<file path="src/rtl/rgb_mode_sequencer.sv">
// rgb_mode_sequencer
//   Drives the board RGB LED from the single user push-button. The raw button
//   is synchronised and debounced. Each clean press moves the mode FSM one step:
//   OFF -> RED -> GREEN -> BLUE -> CYCLE -> OFF. In CYCLE mode the colour rotates
//   automatically, staying on each colour for STEP_CYCLES clocks.
//
//   Ports
//     clk    in   system clock
//     reset  in   asynchronous, active-low reset
//     button in   raw push-button, asynchronous to clk, active-high
//     red    out  red LED drive (registered)
//     green  out  green LED drive (registered)
//     blue   out  blue LED drive (registered)
//     mode   out  current mode: 0 OFF, 1 RED, 2 GREEN, 3 BLUE, 4 CYCLE
//     press  out  one-cycle pulse on the edge where a debounced press is accepted
//
//   Optional feature: define RGB_PWM_EN to dim the LEDs. A free-running
//   PWM_BITS counter gates each lit output. The gate is open for PWM_DUTY out of
//   every 2**PWM_BITS cycles.
module rgb_mode_sequencer #(
  parameter logic [15:0] DEBOUNCE_CYCLES = 16'd50000,
  parameter logic [31:0] STEP_CYCLES     = 32'd50000000,
  parameter int          PWM_BITS        = 8,
  parameter int          PWM_DUTY        = 128
) (
  input  logic       clk,
  input  logic       reset,
  input  logic       button,
  output logic       red,
  output logic       green,
  output logic       blue,
  output logic [2:0] mode,
  output logic       press
);

  // Widen the parameters before adding 1, so that the maximum legal values do not wrap.
  localparam int DW = $clog2(int'(DEBOUNCE_CYCLES) + 1);
  localparam int SW = $clog2(64'(STEP_CYCLES) + 64'd1);
  localparam logic [DW-1:0] DEB_TERM  = DW'(DEBOUNCE_CYCLES - 16'd1);
  localparam logic [SW-1:0] STEP_TERM = SW'(STEP_CYCLES - 32'd1);

  typedef enum logic [2:0] {
    M_OFF   = 3'd0,
    M_RED   = 3'd1,
    M_GREEN = 3'd2,
    M_BLUE  = 3'd3,
    M_CYCLE = 3'd4
  } mode_e;

  typedef enum logic [1:0] {
    C_RED   = 2'd0,
    C_GREEN = 2'd1,
    C_BLUE  = 2'd2
  } col_e;

  // ---------------------------------------------------------------- sync
  logic s1, s2;

  always_ff @(posedge clk or negedge reset) begin
    if (!reset) begin
      s1 <= 1'b0;
      s2 <= 1'b0;
    end else begin
      s1 <= button;
      s2 <= s1;
    end
  end

  // ------------------------------------------------------------ debounce
  // db follows s2 only after s2 has disagreed with it for DEBOUNCE_CYCLES
  // consecutive edges. Any agreeing cycle clears the run.
  logic          db;
  logic [DW-1:0] deb_cnt;
  logic          mism, deb_done, accept;

  assign mism     = (s2 != db);
  assign deb_done = mism && (deb_cnt == DEB_TERM);
  assign accept   = deb_done && s2;

  always_ff @(posedge clk or negedge reset) begin
    if (!reset) begin
      db      <= 1'b0;
      deb_cnt <= '0;
      press   <= 1'b0;
    end else begin
      press <= accept;
      if (!mism) begin
        deb_cnt <= '0;
      end else if (deb_done) begin
        db      <= s2;
        deb_cnt <= '0;
      end else begin
        deb_cnt <= deb_cnt + 1'b1;
      end
    end
  end

  // ------------------------------------------------------------ mode FSM
  mode_e         mode_q, mode_d;
  col_e          col_q, col_d;
  logic [SW-1:0] step_q, step_d;

  always_ff @(posedge clk or negedge reset) begin
    if (!reset) begin
      mode_q <= M_OFF;
      col_q  <= C_RED;
      step_q <= '0;
    end else begin
      mode_q <= mode_d;
      col_q  <= col_d;
      step_q <= step_d;
    end
  end

  always_comb begin
    mode_d = mode_q;
    col_d  = col_q;
    step_d = step_q;
    if (accept) begin
      // A press takes priority over a coincident step terminal count, so the
      // colour does not rotate on the edge where CYCLE is left.
      case (mode_q)
        M_OFF:   mode_d = M_RED;
        M_RED:   mode_d = M_GREEN;
        M_GREEN: mode_d = M_BLUE;
        M_BLUE:  mode_d = M_CYCLE;
        default: mode_d = M_OFF;
      endcase
      if (mode_d == M_CYCLE) begin
        step_d = '0;
        col_d  = C_RED;
      end
    end else if (mode_q == M_CYCLE) begin
      if (step_q == STEP_TERM) begin
        step_d = '0;
        case (col_q)
          C_RED:   col_d = C_GREEN;
          C_GREEN: col_d = C_BLUE;
          default: col_d = C_RED;
        endcase
      end else begin
        step_d = step_q + 1'b1;
      end
    end
  end

  assign mode = mode_q;

  // --------------------------------------------------------- LED decode
  logic [2:0] rgb_d;   // {red, green, blue}

  always_comb begin
    rgb_d = 3'b000;
    case (mode_q)
      M_RED:   rgb_d = 3'b100;
      M_GREEN: rgb_d = 3'b010;
      M_BLUE:  rgb_d = 3'b001;
      M_CYCLE: begin
        case (col_q)
          C_RED:   rgb_d = 3'b100;
          C_GREEN: rgb_d = 3'b010;
          default: rgb_d = 3'b001;
        endcase
      end
      default: rgb_d = 3'b000;
    endcase
  end

  logic pwm_on;

`ifdef RGB_PWM_EN
  // The duty is compared with one extra bit, so that PWM_DUTY = 2**PWM_BITS keeps the gate open.
  localparam logic [PWM_BITS:0] DUTY = (PWM_BITS + 1)'(PWM_DUTY);
  logic [PWM_BITS-1:0] pwm_cnt;

  always_ff @(posedge clk or negedge reset) begin
    if (!reset) pwm_cnt <= '0;
    else        pwm_cnt <= pwm_cnt + 1'b1;
  end

  assign pwm_on = ({1'b0, pwm_cnt} < DUTY);
`else
  // The PWM parameters have no effect in this build.
  logic unused_pwm_cfg;
  assign unused_pwm_cfg = ^{PWM_BITS[0], PWM_DUTY[0]};
  assign pwm_on = 1'b1;
`endif

  always_ff @(posedge clk or negedge reset) begin
    if (!reset) begin
      red   <= 1'b0;
      green <= 1'b0;
      blue  <= 1'b0;
    end else begin
      {red, green, blue} <= rgb_d & {3{pwm_on}};
    end
  end

endmodule

</file>
<file path="config.mk">
export PLATFORM = sky130hd
export DESIGN_NAME = rgb_mode_sequencer
export DESIGN_NICKNAME = d
export VERILOG_FILES = /design/src/rtl/rgb_mode_sequencer.sv
export SDC_FILE = /design/constraint.sdc
export NUM_CORES = 1
export LEC_CHECK = 0
export ABC_AREA = 1
export CAP_MARGIN = 10
export CORE_AREA = 2 2 74 76
export DETAILED_ROUTE_END_ITERATION = 7
export DIE_AREA = 0 0 76 78
export HOLD_SLACK_MARGIN = 0.1
export MAX_ROUTING_LAYER = met4
export PLACE_DENSITY = 0.83
export SYNTH_ARGS = -nofsm -noshare
export SYNTH_HDL_FRONTEND = slang
export SYNTH_SLANG_ARGS = --single-unit
</file>
<file path="constraint.sdc">
create_clock -name clk -period 2.7 [get_ports clk]
set_input_delay 0.81 -clock clk [delete_from_list [all_inputs] [get_ports clk]]
set_output_delay 0.81 -clock clk [all_outputs]
set_load 0.02 [all_outputs]
</file>
==> results.md <==
- Post-synthesis adder-cell area fraction: 0.00784
- Post-route DRC: 0
- CTS tree: built
- Pre-antenna DRT Iters: 5
- CP Data Arrival Time: 1.40 ns
- Overall Power: 1.44 mW
- Sw frac: 0.215
- Switch Pwr: 0.308 mW
- DP HPWL: 4.85 mm
- Most frequent cells in the layout: nand2_1, nor2_1, dfrtp_1, inv_1, nand3_1
- Drt total wl: 6.71 mm
- Max clock buf depth: 2
- Clock Tree Root: clkbuf_8
- Routed Antenna Nets: 0
- Synth Area per Inst: 7.50 µm²
- P_leak: 1.61 nW
- Resized cells post-CTS: 0
- CP max FO: 5
- Netlist cell types: 39
- Count of final hold-check violations: 0
- Compound-Gate Fraction of Synth Area: 0.0674
- Share of layout cells above drive strength 1: 0.105
- Slew Viols, Final: 0
- Worst Skew: 0.0152 ns
- Vias per Instance: 5.36
- Die Y: 78 µm
- Fin nets: 442
- Layout area overhead: 7.68%
- Slew @ Worst Pin: 0.711 ns
- Met1 usage: 0.338
- R2R cell count: 8
- Pin count of the biggest net entering global routing: 55
- Hold WS: 0.363 ns
- Required @ worst endpoint: 1.89 ns
- Fraction of the yosys area taken by sequential cells: 0.423
- Post-Syn Nets: 431
- Num CTS Buffers: 5
- Vias in the first global route: 2,571
- Fillers: 420
- Initial Utilization: 0.633
- Final period utilization: 0.817
- Worst path max stage delay: 0.64 ns
- Slew HR: 0.524
- Post-cts hold buffer count: 0
- Gpl congestion: 0.973
- RSZ-0062 raised after global routing: no
- Post-Synth Simple-Gate Area: 0.375
- Gr ovfl total: 0
- Multi-input gate area: 1590 µm²
- Syn. warnings: 0
- Chip width: 76 µm
- First-pass GRT wire length: 11.6 mm
- Initial DRC count: 177
- Clock Latency Late Sink: 0.32 ns
- Worst path cell trace: clkdlybuf4s50_1
- P_int: 1.13 mW
- Met2 usage: 0.379
- VDD IR max: 0.280 mV
- Power per cell area: 417 nW/µm²
- Vias: 2,723
- Yosys reg bits: 54
- Synth Area in XOR/XNOR: 0.0466
- Levels on crit path: 1
- Setup-failing EPs final: 0
- Multiplexer area fraction after synthesis: 0
- Die Area: 5930 µm²
- F_max: 453 MHz
- Antenna diodes: 0
- I/O pin total: 10
- Setup bufs post-CTS: 0
- Critical path launch point type: flop
- # Max-Cap Violations: 0
- CTS Sinks: 54
- Worst hold path class: reg2reg
- Hold path cells: 0
- Netlist Area Pre-Place: 3190 µm²
- CP Class: reg2out
- Buffers plus inverters on the worst setup path: 1
- Slowest-stage cell, CP: clkdlybuf4s50_1
- Clock slew at the register clock pins of the worst setup and hold paths: 0.10 ns
- Initial antenna violation count: 0
- Crit end category: primary output
- Clock power share: 0.406
- Core ar.: 5040 µm²
- Register area: 1350 µm²
- Synth Instances: 426
- Largest family of logic cells by synthesized area: simple AND/OR/NAND/NOR gates
- Port buffer count: 9
- Cell family with most CP delay: buffers and inverters
- Total track usage: 0.251
- Post-layout minimum cycle time: 2.21 ns
- Final setup TNS: 0 ns
- Rows: 26
- Status: finished clean
- Sequential power share: 0.570
- Wire per inst: 13.2 µm
- Commonest non-fill, non-tap cell in the layout: nand2_1
- Logic pwr share: 0.023
- GRT busiest layer: met2
- M3 GR Usage: 0.0430
- H-tree depth: 2
## synthesized netlist by cell type
cell type | count | share of area
nand2_1 | 113 | 0.13
nor2_1 | 55 | 0.065
dfrtp_1 | 54 | 0.42
inv_1 | 44 | 0.052
nand3_1 | 42 | 0.066
o21ai_0 | 16 | 0.025
xor2_1 | 14 | 0.038
nand2_2 | 11 | 0.022
a21oi_1 | 9 | 0.014
inv_2 | 6 | 0.0071
nand3b_1 | 6 | 0.014
nand4_1 | 5 | 0.0098
nor3_1 | 5 | 0.0078
nor2_2 | 4 | 0.0078
o21ai_1 | 4 | 0.0063
o21bai_1 | 3 | 0.0071
xnor2_1 | 3 | 0.0082
a31oi_1 | 2 | 0.0039
buf_2 | 2 | 0.0031
buf_6 | 2 | 0.0071
ha_1 | 2 | 0.0078
nand2_4 | 2 | 0.0071
nand3_2 | 2 | 0.0063
nand4_2 | 2 | 0.0078
nor3_2 | 2 | 0.0063
o22ai_1 | 2 | 0.0039
or2_2 | 2 | 0.0039
a211oi_1 | 1 | 0.0024
a21boi_0 | 1 | 0.0024
a21o_1 | 1 | 0.0024
and3_1 | 1 | 0.0020
buf_12 | 1 | 0.0063
clkbuf_1 | 1 | 0.0012
clkinv_2 | 1 | 0.0016
inv_4 | 1 | 0.0020
nand3_4 | 1 | 0.0055
nand3b_4 | 1 | 0.0063
nor2_4 | 1 | 0.0035
nor4_1 | 1 | 0.0020
## power groups by stage
| stage | Sequential [mW] | Combinational (mW) | Clock (mW) |
|---|---|---|---|
| after floorplan | 0.832 | 0.0165 | 0 |
| after global placement | 0.834 | 0.0340 | 0 |
| after detailed placement | 0.834 | 0.0349 | 0 |
| after CTS | 0.818 | 0.0352 | 0.591 |
| after global routing | 0.819 | 0.0403 | 0.623 |
| final | 0.818 | 0.0335 | 0.583 |
## final timing paths
kind                                to  slack, ns  startpoint
hold / removal                      s2       0.36          s1
min in group asynchronous   deb_cnt[8]       0.60       reset
setup / recovery               mode[0]       0.49     mode[0]
max in group asynchronous   step_q[16]       1.65       reset
setup reg to reg           deb_cnt[10]       0.70  deb_cnt[0]
hold reg to reg                     s2       0.36          s1
## cells by family after synthesis
family                     Yosys count
xor gates and xnor gates            17
DFF                                 54
and+or+nand+nor                    256
AOI/OAI and AO/OA                   39
adders and majority gates            2
buffers and inverters               58
## sequential cells by signal (all words and copies together), names as in the netlist
name,count
step_q,26
deb_cnt,16
mode,3
col_q,2
blue,1
db,1
green,1
press,1
red,1
s1,1
s2,1
## per-layer routing
| metal | up-vias | share of wire |
|---|---|---|
| met3 | 16 | 0.055 |
| met4 | 0 | 0.023 |
| met1 | 1253 | 0.47 |
| met2 | 74 | 0.45 |
| met5 | - | 0 |
| li1 | 1380 | - |
## cell type report
| cell class | instances | area share |
|---|---|---|
| clock buffer | 6 | 0.0240 |
| multi-input combinational | 314 | 0.461 |
| sequential | 54 | 0.393 |
| clock inverter | 2 | 0.0113 |
| inverter | 52 | 0.0579 |
| timing repair buffer | 10 | 0.0269 |
| tap | 70 | 0.0255 |
## metrics by stage
step / cells / setup slack, ns / util / area (µm²)
finish: 508 / 0.494 / 0.682 / 3440
global route: 508 / 0.447 / 0.682 / 3440
global placement: 500 / 0.829 / 0.658 / 3320
floorplan: 426 / 1.11 / - / 3190
detailed placement: 500 / 0.729 / 0.658 / 3320
CTS: 508 / 0.487 / 0.682 / 3440
Note: power is estimated with default switching activity, not from simulation.
